`src/rtl/surfctl_align_sequencer.sv`:
```
// Wishbone initiator that aligns one SURF link: tap sweep, eye centring, bitslip lock, link enable.
// Optional per-tap error map output guarded by SURFCTL_ALIGN_ERRMAP_EN.
module surfctl_align_sequencer #(
    parameter int          NUM_TAPS      = 32,
    parameter logic [23:0] INTERVAL      = 24'd65536,
    parameter int          WAIT_CYCLES   = 4096,
    parameter int          ERR_THRESHOLD = 0,
    parameter int          MIN_EYE       = 4,
    parameter int          MAX_BITSLIP   = 8,
    parameter logic [31:0] COUT_PATTERN  = 32'hA55A6996,
    parameter logic [7:0]  DOUT_PATTERN  = 8'h6A,
    parameter int          WB_TIMEOUT    = 255
) (
    input  logic        wb_clk_i,
    input  logic        wb_rst_i,
    input  logic        start_i,
    input  logic        target_i,
    output logic        busy_o,
    output logic        done_o,
    output logic        fail_o,
    output logic [1:0]  fail_code_o,
    output logic [5:0]  best_delay_o,
    output logic [6:0]  eye_width_o,
    output logic [3:0]  bitslip_count_o,
    output logic        m_cyc_o,
    output logic        m_stb_o,
    output logic        m_we_o,
    output logic [5:0]  m_adr_o,
    output logic [31:0] m_dat_o,
    output logic [3:0]  m_sel_o,
    input  logic [31:0] m_dat_i,
    input  logic        m_ack_i,
`ifdef SURFCTL_ALIGN_ERRMAP_EN
    output logic [NUM_TAPS-1:0] errmap_o,
`endif
    input  logic        m_err_i
);

    typedef enum logic [3:0] {
        S_IDLE, S_SET_INT, S_TAP_WR, S_TAP_WAIT, S_TAP_RD, S_EVAL, S_SET_CTR,
        S_DAT_RD, S_SLIP, S_CTRL_RD, S_CTRL_WR, S_DONE, S_FAIL
    } state_t;

    state_t      state_q, state_d;
    logic        target_q, target_d, busy_q, busy_d, done_q, done_d, fail_q, fail_d;
    logic [1:0]  code_q, code_d;
    logic [5:0]  best_delay_q, best_delay_d;
    logic [6:0]  eye_width_q, eye_width_d;
    logic [3:0]  slip_q, slip_d;
    logic        cyc_q, cyc_d, stb_q, stb_d, we_q, we_d;
    logic [5:0]  adr_q, adr_d;
    logic [31:0] dat_q, dat_d;
    logic [3:0]  sel_q, sel_d;
    logic [15:0] to_cnt_q, to_cnt_d;
    logic [31:0] wait_q, wait_d;
    logic [6:0]  tap_q, tap_d;
    logic [31:0] rd_q, rd_d, ctrl_q, ctrl_d;
    logic [5:0]  run_start_q, run_start_d, best_start_q, best_start_d;
    logic [6:0]  run_len_q, run_len_d, best_len_q, best_len_d;
`ifdef SURFCTL_ALIGN_ERRMAP_EN
    logic [NUM_TAPS-1:0] errmap_q, errmap_d;
`endif

    logic        is_bus, ack_ok, req_we, good, last, closing, pat_ok;
    logic [5:0]  base, req_off, n_start, c_start, fb_start;
    logic [31:0] req_dat;
    logic [3:0]  req_sel;
    logic [6:0]  n_len, c_len, fb_len;

    always_comb begin
        // Run tracking: the last tap closes whatever run is still open.
        good     = rd_q <= 32'(ERR_THRESHOLD);
        last     = tap_q == 7'(NUM_TAPS - 1);
        n_len    = good ? run_len_q + 7'd1 : 7'd0;
        n_start  = (good && run_len_q == 7'd0) ? tap_q[5:0] : run_start_q;
        c_len    = good ? n_len : run_len_q;
        c_start  = good ? n_start : run_start_q;
        closing  = !good || last;
        fb_len   = best_len_q;
        fb_start = best_start_q;
        if (closing && c_len > best_len_q) begin
            fb_len   = c_len;
            fb_start = c_start;
        end
        pat_ok = target_q ? (m_dat_i[7:0] == DOUT_PATTERN) : (m_dat_i == COUT_PATTERN);
        base   = target_q ? 6'h10 : 6'h00;

        is_bus  = 1'b0;
        req_we  = 1'b0;
        req_off = 6'h00;
        req_dat = 32'h0;
        req_sel = 4'hF;
        case (state_q)
            S_SET_INT: begin is_bus = 1'b1; req_we = 1'b1; req_off = 6'h08; req_dat = {8'h0, INTERVAL}; end
            S_TAP_WR:  begin is_bus = 1'b1; req_we = 1'b1; req_off = 6'h04; req_dat = {26'h0, tap_q[5:0]}; end
            S_TAP_RD:  begin is_bus = 1'b1; req_off = 6'h08; end
            S_SET_CTR: begin is_bus = 1'b1; req_we = 1'b1; req_off = 6'h04; req_dat = {26'h0, best_delay_q}; end
            S_DAT_RD:  begin is_bus = 1'b1; req_off = 6'h0C; end
            S_SLIP:    begin is_bus = 1'b1; req_we = 1'b1; req_off = 6'h0C; end
            S_CTRL_RD: begin is_bus = 1'b1; req_off = 6'h00; end
            S_CTRL_WR: begin is_bus = 1'b1; req_we = 1'b1; req_off = 6'h00; req_dat = ctrl_q | 32'h100; req_sel = 4'b0010; end
            default: ;
        endcase

        state_d = state_q;  target_d = target_q;  busy_d = busy_q;  done_d = done_q;
        fail_d = fail_q;    code_d = code_q;      best_delay_d = best_delay_q;
        eye_width_d = eye_width_q;  slip_d = slip_q;
        cyc_d = cyc_q;  stb_d = stb_q;  we_d = we_q;  adr_d = adr_q;  dat_d = dat_q;  sel_d = sel_q;
        to_cnt_d = to_cnt_q;  wait_d = wait_q;  tap_d = tap_q;  rd_d = rd_q;  ctrl_d = ctrl_q;
        run_start_d = run_start_q;  run_len_d = run_len_q;
        best_start_d = best_start_q;  best_len_d = best_len_q;
`ifdef SURFCTL_ALIGN_ERRMAP_EN
        errmap_d = errmap_q;
`endif
        ack_ok = 1'b0;

        // Each bus state issues exactly one transaction; a fresh one starts only with cyc low.
        if (is_bus) begin
            if (!cyc_q) begin
                cyc_d = 1'b1;  stb_d = 1'b1;  we_d = req_we;
                adr_d = base + req_off;  dat_d = req_dat;  sel_d = req_sel;  to_cnt_d = 16'h0;
            end else if (m_err_i || (m_ack_i && !we_q && m_dat_i == 32'hFFFFFFFF) ||
                         (!m_ack_i && to_cnt_q == 16'(WB_TIMEOUT - 1))) begin
                cyc_d = 1'b0;  stb_d = 1'b0;  code_d = 2'd1;  state_d = S_FAIL;
            end else if (m_ack_i) begin
                cyc_d = 1'b0;  stb_d = 1'b0;  ack_ok = 1'b1;  rd_d = m_dat_i;
            end else begin
                to_cnt_d = to_cnt_q + 16'd1;
            end
        end

        case (state_q)
            S_IDLE: if (start_i) begin
                target_d = target_i;  busy_d = 1'b1;  done_d = 1'b0;  fail_d = 1'b0;  code_d = 2'd0;
                best_delay_d = 6'h0;  eye_width_d = 7'h0;  slip_d = 4'h0;  tap_d = 7'h0;
                run_start_d = 6'h0;  run_len_d = 7'h0;  best_start_d = 6'h0;  best_len_d = 7'h0;
`ifdef SURFCTL_ALIGN_ERRMAP_EN
                errmap_d = '0;
`endif
                state_d = S_SET_INT;
            end
            S_SET_INT: if (ack_ok) state_d = S_TAP_WR;
            S_TAP_WR:  if (ack_ok) begin wait_d = 32'h0; state_d = S_TAP_WAIT; end
            S_TAP_WAIT: begin
                wait_d = wait_q + 32'd1;
                if (wait_q >= 32'(WAIT_CYCLES - 1)) state_d = S_TAP_RD;
            end
            S_TAP_RD:  if (ack_ok) state_d = S_EVAL;
            S_EVAL: begin
                run_len_d = n_len;  run_start_d = n_start;
                best_len_d = fb_len;  best_start_d = fb_start;
`ifdef SURFCTL_ALIGN_ERRMAP_EN
                for (int t = 0; t < NUM_TAPS; t++)
                    if (tap_q == 7'(t)) errmap_d[t] = !good;
`endif
                if (last) begin
                    eye_width_d = fb_len;
                    if (fb_len < 7'(MIN_EYE)) begin
                        code_d = 2'd2;  state_d = S_FAIL;
                    end else begin
                        best_delay_d = fb_start + fb_len[6:1];
                        state_d = S_SET_CTR;
                    end
                end else begin
                    tap_d = tap_q + 7'd1;  state_d = S_TAP_WR;
                end
            end
            S_SET_CTR: if (ack_ok) state_d = S_DAT_RD;
            S_DAT_RD: if (ack_ok) begin
                if (pat_ok)                          state_d = S_CTRL_RD;
                else if (slip_q == 4'(MAX_BITSLIP)) begin code_d = 2'd3; state_d = S_FAIL; end
                else                                 state_d = S_SLIP;
            end
            S_SLIP:    if (ack_ok) begin slip_d = slip_q + 4'd1; state_d = S_DAT_RD; end
            S_CTRL_RD: if (ack_ok) begin ctrl_d = m_dat_i; state_d = S_CTRL_WR; end
            S_CTRL_WR: if (ack_ok) state_d = S_DONE;
            S_DONE:    begin done_d = 1'b1; busy_d = 1'b0; state_d = S_IDLE; end
            S_FAIL:    begin fail_d = 1'b1; busy_d = 1'b0; state_d = S_IDLE; end
            default:   state_d = S_IDLE;
        endcase
    end

    always_ff @(posedge wb_clk_i) begin
        if (wb_rst_i) begin
            state_q <= S_IDLE;  target_q <= 1'b0;  busy_q <= 1'b0;  done_q <= 1'b0;
            fail_q <= 1'b0;  code_q <= 2'd0;  best_delay_q <= 6'h0;  eye_width_q <= 7'h0;
            slip_q <= 4'h0;  cyc_q <= 1'b0;  stb_q <= 1'b0;  we_q <= 1'b0;  adr_q <= 6'h0;
            dat_q <= 32'h0;  sel_q <= 4'h0;  to_cnt_q <= 16'h0;  wait_q <= 32'h0;  tap_q <= 7'h0;
            rd_q <= 32'h0;  ctrl_q <= 32'h0;  run_start_q <= 6'h0;  run_len_q <= 7'h0;
            best_start_q <= 6'h0;  best_len_q <= 7'h0;
`ifdef SURFCTL_ALIGN_ERRMAP_EN
            errmap_q <= '0;
`endif
        end else begin
            state_q <= state_d;  target_q <= target_d;  busy_q <= busy_d;  done_q <= done_d;
            fail_q <= fail_d;  code_q <= code_d;  best_delay_q <= best_delay_d;
            eye_width_q <= eye_width_d;  slip_q <= slip_d;  cyc_q <= cyc_d;  stb_q <= stb_d;
            we_q <= we_d;  adr_q <= adr_d;  dat_q <= dat_d;  sel_q <= sel_d;  to_cnt_q <= to_cnt_d;
            wait_q <= wait_d;  tap_q <= tap_d;  rd_q <= rd_d;  ctrl_q <= ctrl_d;
            run_start_q <= run_start_d;  run_len_q <= run_len_d;
            best_start_q <= best_start_d;  best_len_q <= best_len_d;
`ifdef SURFCTL_ALIGN_ERRMAP_EN
            errmap_q <= errmap_d;
`endif
        end
    end

    assign busy_o = busy_q;  assign done_o = done_q;  assign fail_o = fail_q;
    assign fail_code_o = code_q;  assign best_delay_o = best_delay_q;
    assign eye_width_o = eye_width_q;  assign bitslip_count_o = slip_q;
    assign m_cyc_o = cyc_q;  assign m_stb_o = stb_q;  assign m_we_o = we_q;
    assign m_adr_o = adr_q;  assign m_dat_o = dat_q;  assign m_sel_o = sel_q;
`ifdef SURFCTL_ALIGN_ERRMAP_EN
    assign errmap_o = errmap_q;
`endif

endmodule

```
`config.mk`:
```
export PLATFORM = sky130hd
export DESIGN_NAME = surfctl_align_sequencer
export DESIGN_NICKNAME = d
export VERILOG_FILES = /design/src/rtl/surfctl_align_sequencer.sv
export SDC_FILE = /design/constraint.sdc
export NUM_CORES = 1
export LEC_CHECK = 0
export ABC_AREA = 1
export CORE_MARGIN = 5
export CORE_UTILIZATION = 64
export CTS_BUF_LIST = sky130_fd_sc_hd__clkbuf_2 sky130_fd_sc_hd__clkbuf_4 sky130_fd_sc_hd__clkbuf_8
export CTS_CLUSTER_SIZE = 24
export DETAILED_ROUTE_END_ITERATION = 7
export PLACE_DENSITY = 0.88
export SKIP_CTS_REPAIR_TIMING = 1
export SLEW_MARGIN = 30
export SYNTH_ARGS = -nofsm -noshare
export SYNTH_HDL_FRONTEND = slang
export SYNTH_SLANG_ARGS = --single-unit
```
`constraint.sdc`:
```
create_clock -name wb_clk_i -period 6 [get_ports wb_clk_i]
set_clock_uncertainty 0.15 [all_clocks]
set_input_delay 1.2 -clock wb_clk_i [delete_from_list [all_inputs] [get_ports wb_clk_i]]
set_output_delay 1.2 -clock wb_clk_i [all_outputs]
set_load 0.02 [all_outputs]
```
; Word-level counts from Yosys, hierarchy flattened
; Index checks and enable logic that the tools add are counted.
[word_totals]
register_bits = 217
output_inout_bits = 67
word_cells = 181
input_bits = 38
[classes]
bitwise = 2
n_mux = 76
addsub = 7
n_reduce_logical = 41
n_eq_ne = 27
n_lt_le_gt_ge = 4
[op_table]
columns = cell, n
row1 = $pmux W32 S4, 1
row2 = $mux W4, 17
row3 = $eq A32 B32 Y1 const B, 2
row4 = $pmux W32 S2, 1
row5 = $pmux W7 S2, 4
row6 = $mux W16, 3
row7 = $mux W7, 6
row8 = $pmux W4 S10, 1
row9 = $mux W6, 6
row10 = $pmux W6 S2, 3
row11 = $add A32 B1 Y32 const B, 1
row12 = $ge A32 B12 Y1 const B, 1
row13 = $le A32 B1 Y1 const B, 1
row14 = $mux W32, 1
row15 = $eq A4 B4 Y1 const B, 6
row16 = $mux W2, 9
row17 = $reduce_and A2 Y1, 9
row18 = $add A16 B1 Y16 const B, 1
row19 = $eq A16 B8 Y1 const B, 1
row20 = $eq A4 B3 Y1 const B, 4
row21 = $ne A2 B2 Y1 const B, 8
row22 = $mux W1, 15
row23 = $add A7 B1 Y7 const B, 2
row24 = $pmux W4 S3, 1
row25 = 27 further kinds, 53

; Depth between registers and ports, before layout
; Gate-level depths: netlist of the first run.
[logic_depth]
depth_word = 12
depth_mapped = 33

; Least setup slack after synthesis of the first run
; No wires, ideal clock.
[synth_timing]
kind = register to register
startpoint = register rd_q[27]
endpoint = register best_delay_q[4], in the netlist best_delay_o[4]
t_required_ns = 5.780
setup_slack_ns = 2.156
setup_time_ns = 0.070
path_stages_with_launch = 32
period_less_slack_ns = 3.844
t_arrival_ns = 3.624
cell_sequence = dfxtp_1 -> nor2_1 -> nand2_1 -> nor2_1 -> nand2_1 -> nor2_2 -> buf_4 -> buf_2 -> o21ai_0 -> ha_1 -> nand2_1 -> inv_1 -> nand2_1 -> nand2_1 -> nand2_1 -> nand2_1 -> nand2_1 -> a21oi_2 -> buf_4 -> nand2_1 -> o21ai_0 -> ha_1 -> inv_1 -> fa_1 -> or2_2 -> nand3b_1 -> nand2_1 -> nand2_1 -> nand2_1 -> inv_1 -> nand2_1 -> a21oi_1
[synth_via]
elab_chain_cells = 10
elab_cells_between_ends = 19
[synth_rtl]
columns = element, line_no
row1 = start: declaration, 57  ; logic [31:0] rd_q, rd_d, ctrl_q, ctrl_d;
row2 = start signal: assignment, 199  ; wait_q <= wait_d; tap_q <= tap_d; rd_q <= rd_d; ctrl_q <= ctrl_d;
row3 = $le A32 B1 Y1 (*), 72  ; good = rd_q <= 32'(ERR_THRESHOLD);
row4 = $mux W7, 74  ; n_len = good ? run_len_q + 7'd1 : 7'd0;
row5 = $mux W7, 76  ; c_len = good ? n_len : run_len_q;
row6 = $gt A7 B7 Y1, 81  ; if (closing && c_len > best_len_q) begin
row7 = $logic_and A1 B1 Y1, 81
row8 = $mux W6 or $mux W7 (tied branches), 81
row9 = $add A6 B6 Y6, 161  ; best_delay_d = fb_start + fb_len[6:1];
row10 = $mux W6, 158  ; if (fb_len < 7'(MIN_EYE)) begin
row11 = $mux W6, 156  ; if (last) begin
row12 = $pmux W6 S2, 132  ; case (state_q)
row13 = end signal: assignment, 196  ; fail_q <= fail_d; code_q <= code_d; best_delay_q <= best_delay_d;
row14 = end: declaration, 47  ; logic [5:0] best_delay_q, best_delay_d;
; Mark *: on every way between the ends. The rest lies on a longest branch, timed or not. The select of a mux whose other input is x is not followed.
; A chain may end at the register's enable or synchronous reset.

; Worst setup path in the final report of the first run
; Same ends and word-level chain as after synthesis.

==> results.toml, run 1 <==
[status]
status = "finished clean"

[sta]
worst_slack_ns = 1.19
period_minus_slack_ns = 4.81
worstMarginPinSlew_ns = 0.934
fin_crit_sh_pct = 80.1
fmax_ghz = 0.208
slew_headroom_pct = 37.7
rsz0062_at_grt = "false"
setup_viol = 0
finalSetupTns_ns = 0
hold_viol_final = 0
finalMaxSlewViolations = 0

[cells_and_area]
nNetsFinal = 1602
antenna_cells = 0
layout_commonest_cell = "nand2_1"
areaGrowthSynthToFinish_pct = 17.6
drive_gt1_share_pct = 6.70
final_cell_mix = "nand2_1 (336), dfxtp_1 (211), a21oi_1 (163), inv_1 (154), nor2_1 (107)"
stdcell_area_sq_mm = 0.0120

[global_route]
grt_overflow_total = 0
grt_pass1_wl_um = 44500
antenna_found_initial = 0
grt_pass1_vias = 9417
grt.total_usage_pct = 29.3
grt_max_degree = 57

[cts]
h-tree-depth = 2
clock_latency_ns = 0.54
cts-root-buf = "clkbuf_8"
cts_tree = "done"
numCtsBuffers = 36
clk_pin_slew_ns = 0.06
clk_path_buf_depth = 3
clock_sink_count = 211

[synth]
avgSynthCellArea_sq_um = 7.00
netlist_top_cells_area = "dfxtp_1 (41%), nand2_1 (12%), a21oi_1 (8.0%), inv_1 (5.7%), nand3_1 (5.1%)"
synth_edf_count = 0
synth_top_cell_area_share_pct = 41.3
synth_cell_types = 53
async_flop_share_pct = 0
synth_flop_cell = "dfxtp_1"
synth_top_area_cell = "dfxtp_1"
syn-cell-area_sq_mm = 0.0102
seq_area_frac_synth_pct = 41.3
yosys_warnings = 0
synthCells = 1461
ys_ff_latch = 211

[pwr]
power-per-cell-area_mw_per_mm2 = 264
vdd_ir_drop_max_v = 0.000248
p_leak_uw = 0.00464

[detailed_routing]
post_drt_wl_per_cell_um = 15.5
drt_wl_total_um = 27700
dr.pass1.iters = 7
drt_first_iter_violations = 928
ant_nets = 0
drc = 0
viasPerCell = 5.71
route.vias.total = 10200

[critical_path]
worst_path_most_repeated_cell = "nand2_1"
worstRegToRegCells = 30
critical-path-slowest-cell = "nor2_2"
path_class = "flop to flop"
arrival_ns = 5.12
slowest_delay_ns = 0.61
cp.required_ns = 6.31
worstPathMaxFanout = 21
worst_setup_path_start_kind = "flop"
crit_path_end_kind = "flop"

[floorplan]
num_io_pins = 105
row_count = 46
die_h_um = 136
die_area_sq_mm = 0.0186
design.core.area_sq_mm = 0.0158
start_util_pct = 64.8
dieWidth_um = 136

[placement]
dpl-instance-area_sq_mm = 0.0112
gp_congestion = 0.944
place_ws_ns = 1.34
place.port_buffers = 101
hpwl_um = 19200

[hold_path]
min_path_type = "flop to flop"
hold_depth = 2

[flow_run]
drv_cap = 0
logic make-up (layout without fill, tap and decap cells):
group,after synthesis,after routing,share of synthesized area [%]
compound gates,320,320,17.0
buf+inv,231,336,9.44
simple gates,666,666,28.6
other cells,1,3,0.0367
flops,211,211,41.3
fa+ha+maj,21,21,2.64
xor+xnor,11,11,0.942
metrics by stage:
step	power, uW	utilization, %	cells	hold slack, ns
after floorplan	1670	-	1463	0.275
after global placement	1770	71.2	1721	0.285
after detailed placement	1780	71.2	1721	0.290
after CTS	3180	76.2	1784	0.299
after global routing	3290	76.3	1784	0.327
final	3170	76.3	1784	0.294
registers in the layout, summed over array words and instances, names as in the netlist, 2 cells and up:
register / cells
wait_q: 32
tap_q: 7
state_q: 4
best_len_q: 7
eye_width_o: 7
run_len_q: 7
bitslip_count_o: 4
rd_q: 32
best_delay_o: 6
m_adr_o: 3
ctrl_q: 31
to_cnt_q: 16
best_start_q: 6
run_start_q: 6
fail_code_o: 2
m_sel_o: 2
m_dat_o: 32
cell type report:
cell class / count / area (sq um)
clock buffer: 56 / 727
clock inverter: 7 / 72.6
fill: 1242 / 3740
inverter: 165 / 623
multi-input combinational: 1021 / 5050
sequential: 211 / 4220
tap: 216 / 270
timing repair buffer: 108 / 1060
cells in the mapped netlist, types with 2 or more instances:
library cell,count
o32ai_1,8
o221ai_1,3
a31oi_1,3
or2_2,8
nor4_1,13
ha_1,20
o21ai_1,15
inv_1,155
or3_1,7
nand2_1,336
nand3_1,104
a211oi_1,7
buf_2,10
buf_6,4
nor3_1,36
o211ai_1,7
inv_2,6
and3_1,2
a22oi_1,3
clkinv_1,2
nor2_4,3
nand3b_1,2
and2_1,2
a32o_1,4
xor2_1,11
nand4_1,31
dfxtp_1,211
nor2_2,6
buf_4,13
a21oi_1,163
buf_1,4
clkbuf_1,33
clkbuf_2,2
o21bai_1,4
nor2_1,107
o21ai_0,97
nand2_2,3
per-layer routing:
layer  vias up  routed length (um)  track usage [%]
met5         -                   0                0
met4         0                 732             10.8
met3        64                2120             6.77
met2       410               13400             49.2
met1      4700               11500             36.7
li1       5017                   -                -
path summary, 6_finish.rpt:
| kind | from | end | slack (ns) |
|---|---|---|---|
| worst max-delay path | rd_q[27] | best_delay_o[4] | 1.19 |
| worst min-delay path | ctrl_q[11] | ctrl_q[11] | 0.29 |
| worst max register to register | rd_q[27] | best_delay_o[4] | 1.19 |
| worst min register to register | ctrl_q[11] | ctrl_q[11] | 0.29 |
critical path, delay by kind of cell, from the launching register on:
family	cells	cell delay [ns]
AO/OA/AOI/OAI	4	0.87
adder cells (fa/ha/maj)	3	0.91
buffers and inverters	4	0.24
flip-flops	1	0.31
AND/OR/NAND/NOR	19	2.22
report_power, final:
part           internal [uW]  switching, uW
Combinational            108            226
Sequential              1410           11.0
Clock                    818            596
Power figures use the tool's default switching activity.
==> run 2: changes to the inputs <==
CORE_UTILIZATION = 59   (was 64)
PLACE_DENSITY = 0.82   (was 0.88)
clock period = 4.97 ns   (was 6 ns; I/O delays follow)
==> run 2 against run 1 <==
Cell area about the same; worst setup slack worse by 0.58 ns; core utilization is 6.2 points lower.
==> results.toml, run 2 (synthesized netlist as in run 1, its figures left out) <==
[pwr]
pwr-share-comb_pct = 10.8
p_leak_uw = 0.00463
swShare_pct = 26.5
power.clock.fraction_pct = 43.3
power-per-cell-area_mw_per_mm2 = 312
p_switching_uw = 994
intPower_uw = 2760
vdd_ir_drop_max_v = 0.000330
p_seq_share_pct = 45.8

[cts]
clock_latency_ns = 0.54
cts-root-buf = "clkbuf_8"
numCtsBuffers = 36
clock_sink_count = 211
h-tree-depth = 2
clk_path_buf_depth = 3
cts_tree = "done"
clk_pin_slew_ns = 0.06

[critical_path]
slowest_delay_ns = 0.44
worst_path_most_repeated_cell = "nand2_1"
path_class = "flop to flop"
arrival_ns = 4.68
worstPathMaxFanout = 14
critical-path-slowest-cell = "a21oi_2"
r2r_end = "best_delay_o[4]"
worst_setup_path_start_kind = "flop"
worstRegToRegCells = 28
reg2reg_from = "run_len_q[0]"
r2r_slack_ns = 0.62
cp.required_ns = 5.29
crit_path_end_kind = "flop"

[sta]
finalSetupTns_ns = 0
hold_viol_final = 0
rsz0062_at_grt = "false"
finalMaxSlewViolations = 0
period_minus_slack_ns = 4.35
worstMarginPinSlew_ns = 0.908
fin_crit_sh_pct = 87.6
worst_slack_ns = 0.616
slew_headroom_pct = 39.4
whs_ns = 0.297
setup_viol = 0
fmax_ghz = 0.230

[floorplan]
num_io_pins = 105
start_util_pct = 59.5
row_count = 48
dieWidth_um = 142
design.core.area_sq_mm = 0.0172
die_area_sq_mm = 0.0201
die_h_um = 142

[placement]
dp_cells = 1736
hpwl_um = 19800
place_ws_ns = 0.481
place.port_buffers = 101
gp_congestion = 0.906

[global_route]
grt_max_degree = 81
antenna_found_initial = 0
grt_pass1_vias = 9506
grt_pass1_wl_um = 46000
grt.total_usage_pct = 27.6
grt_overflow_total = 0

[detailed_routing]
route.vias.total = 10100
viasPerCell = 5.61
drt_wl_total_um = 28100
dr.pass1.iters = 5
post_drt_wl_per_cell_um = 15.6
ant_nets = 0
drt_first_iter_violations = 752
drc = 0

[hold_path]
hold_end = "ctrl_q[12]"
min_path_type = "flop to flop"
hold_depth = 2
min-delay-start = "ctrl_q[12]"

[flow_run]
drv_cap = 0

[cells_and_area]
drive_gt1_share_pct = 7.05
antenna_cells = 0
areaGrowthSynthToFinish_pct = 17.7
final_cell_mix = "nand2_1 (336), dfxtp_1 (211), a21oi_1 (163), inv_1 (154), nor2_1 (107)"
fin_cells = 1799
layout_commonest_cell = "nand2_1"
nNetsFinal = 1608

[status]
status = "finished clean"
## run 2: power groups by stage
stage / Clock (uW) / Combinational (uW) / Sequential [uW]
CTS: 1650 / 403 / 1720
detailed placement: 0 / 401 / 1760
global route: 1740 / 452 / 1720
finish: 1630 / 407 / 1720
floorplan: 0 / 254 / 1770
global placement: 0 / 396 / 1760
## run 2: worst max-delay path, delay by kind of cell (launching register included)
family | cells | cell delay, ns
simple gates | 17 | 1.59
flops | 1 | 0.41
buf+inv | 3 | 0.17
fa+ha+maj | 4 | 1.14
compound gates | 4 | 0.79
## run 2: worst max path at each step
stage,startpoint,end,slack (ns),cells after the start
final,run_len_q[0],best_delay_o[4],0.62,28
after global routing,rd_q[27],best_delay_o[4],0.002,28
after CTS,rd_q[27],best_delay_o[4],0.46,28
after detailed placement,rd_q[27],best_delay_o[4],0.48,28
after global placement,rd_q[27],best_delay_o[4],0.59,28
after floorplan,rd_q[27],best_delay_o[4],1.13,31
## run 2: through the flow
| stage | util [%] | instance area, sq um | power [uW] |
|---|---|---|---|
| after detailed placement | 65.7 | 11300 | 2160 |
| after global routing | 70.1 | 12000 | 3910 |
| after CTS | 70.0 | 12000 | 3770 |
| after floorplan | - | 10200 | 2020 |
| final | 70.1 | 12000 | 3750 |
| after global placement | 65.7 | 11300 | 2150 |
## run 2: metal layers
| metal | part of all wire, % | routed length (um) | vias up | global-route usage, % |
|---|---|---|---|---|
| li1 | - | - | 5043 | - |
| met1 | 43 | 12100 | 4606 | 35.6 |
| met2 | 47 | 13200 | 381 | 45.8 |
| met3 | 7.2 | 2030 | 66 | 6.03 |
| met4 | 2.8 | 799 | 0 | 9.70 |
| met5 | 0 | 0 | - | 0 |
## run 2: area by class of cell
type / instances / area, sq um
Clock inverter: 5 / 37.5
Inverter: 165 / 623
Multi-Input combinational cell: 1021 / 5050
Sequential cell: 211 / 4220
Tap cell: 225 / 282
Clock buffer: 58 / 717
Timing Repair Buffer: 114 / 1110
Fill cell: 1484 / 5140
==> run 3: changes to the inputs <==
--- a/config.mk
+++ b/config.mk
@@ -9,3 +9,3 @@
 export CORE_MARGIN = 5
-export CORE_UTILIZATION = 59
+export CORE_UTILIZATION = 66
 export CTS_BUF_LIST = sky130_fd_sc_hd__clkbuf_2 sky130_fd_sc_hd__clkbuf_4 sky130_fd_sc_hd__clkbuf_8
@@ -13,2 +13,3 @@
 export DETAILED_ROUTE_END_ITERATION = 7
+export DONT_BUFFER_PORTS = 1
 export PLACE_DENSITY = 0.82
--- a/constraint.sdc
+++ b/constraint.sdc
@@ -4,2 +4,2 @@
 set_output_delay 0.994 -clock wb_clk_i [all_outputs]
-set_load 0.02 [all_outputs]
+set_load 0.1 [all_outputs]
==> run 3 against run 2 <==
Sequential share of layout area rose by 3.4 points; count of clock-buffer cells in the layout down 1; clock power hardly changed; worst hold slack about the same; critical path type unchanged.
==> results.toml, run 3 (synthesized netlist as in run 1, its figures left out) <==
[sta]
worstMarginPinSlew_ns = 1.03
fin_crit_sh_pct = 88.8
finalSetupTns_ns = 0
hold_viol_final = 0
rsz0062_at_grt = "false"
period_minus_slack_ns = 4.41
worst_slack_ns = 0.556
setup_viol = 0
finalMaxSlewViolations = 0
slew_headroom_pct = 31.1
fmax_ghz = 0.227
whs_ns = 0.297

[detailed_routing]
dr.pass1.iters = 6
viasPerCell = 5.78
drt_wl_total_um = 26200
post_drt_wl_per_cell_um = 15.8
drt_first_iter_violations = 908
drc = 0
ant_nets = 0
route.vias.total = 9596

[cells_and_area]
drive_gt1_share_pct = 8.01
areaGrowthSynthToFinish_pct = 7.70
layout_commonest_cell = "nand2_1"
final_cell_mix = "nand2_1 (336), dfxtp_1 (203), a21oi_1 (163), inv_1 (154), nor2_1 (107)"
fillers = 1295
multi_input_comb_area_sq_mm = 0.00505
antenna_cells = 0
nNetsFinal = 1506
ff_latch_area_sq_mm = 0.00424

[global_route]
grt_pass1_wl_um = 43100
antenna_found_initial = 0
grt_overflow_total = 0
grt_pass1_vias = 8917
grt.total_usage_pct = 28.6
grt_max_degree = 105

[floorplan]
die_h_um = 134
row_count = 45
design.core.area_sq_mm = 0.0152
num_io_pins = 105
dieWidth_um = 134
start_util_pct = 67.3
die_area_sq_mm = 0.0181

[critical_path]
critical-path-slowest-cell = "a21oi_2"
worst_path_most_repeated_cell = "nand2_1"
cp.required_ns = 5.26
slowest_delay_ns = 0.40
worst_setup_path_start_kind = "flop"
crit_path_end_kind = "flop"
path_class = "flop to flop"
arrival_ns = 4.70
worstPathMaxFanout = 15

[pwr]
p_leak_uw = 0.00430
vdd_ir_drop_max_v = 0.000260
power-per-cell-area_mw_per_mm2 = 341

[cts]
clk_path_buf_depth = 3
clock_sink_count = 211
clock_latency_ns = 0.52
numCtsBuffers = 35
h-tree-depth = 2
cts-root-buf = "clkbuf_8"
cts_tree = "done"
clk_pin_slew_ns = 0.06

[status]
status = "finished clean"

[placement]
hpwl_um = 18400
place_ws_ns = 0.501
place.port_buffers = 0
gp_congestion = 0.897

[hold_path]
min_path_type = "flop to flop"

[flow_run]
drv_cap = 0
==> run 3: report_power, final <==
part | total [uW] | switching (uW) | leakage, uW | internal, uW
clock | 1620 | 689 | 0.000411 | 933
combinational | 319 | 232 | 0.00218 | 86.4
sequential | 1810 | 101 | 0.00171 | 1710
==> run 3: stage by stage <==
| stage | std cells | power (uW) | cell area (sq um) | util [%] |
|---|---|---|---|---|
| finish | 1661 | 3750 | 11000 | 72.4 |
| global route | 1661 | 3900 | 11000 | 72.4 |
| CTS | 1661 | 3770 | 11000 | 72.4 |
| detailed placement | 1598 | 2160 | 10200 | 67.3 |
| global placement | 1598 | 2150 | 10200 | 67.3 |
| floorplan | 1463 | 2110 | 10200 | - |
==> run 3: worst paths after layout <==
kind	from	endpoint	slack [ns]	depth (start not counted)
worst max-delay path	rd_q[27]	best_delay_o[4]	0.56	28
worst min-delay path	ctrl_q[6]	ctrl_q[6]	0.30	2
worst max register to register	rd_q[27]	best_delay_o[4]	0.56	28
worst min register to register	ctrl_q[6]	ctrl_q[6]	0.30	2
==> run 3: area by class of cell <==
type                       count  area share (%)
multi-input combinational   1021            45.9
sequential                   211            38.5
clock buffer                  57            6.61
inverter                     165            5.66
tap                          188            2.14
timing repair buffer          13           0.886
clock inverter                 6           0.341
==> run 3: critical path, delay by kind of cell (launching register included) <==
family | cells | cell delay (ns)
DFF | 1 | 0.31
and+or+nand+nor | 18 | 2.04
buffers and inverters | 3 | 0.17
adders and majority gates | 3 | 0.91
AOI/OAI and AO/OA | 4 | 0.75
==> run 3: per-layer routing <==
metal | vias up | global-route usage, % | share of wire (%)
met1 | 4423 | 35.7 | 42
met4 | 0 | 11.4 | 3.0
met3 | 53 | 6.33 | 6.6
li1 | 4836 | - | -
met5 | - | 0 | 0
met2 | 284 | 48.2 | 48
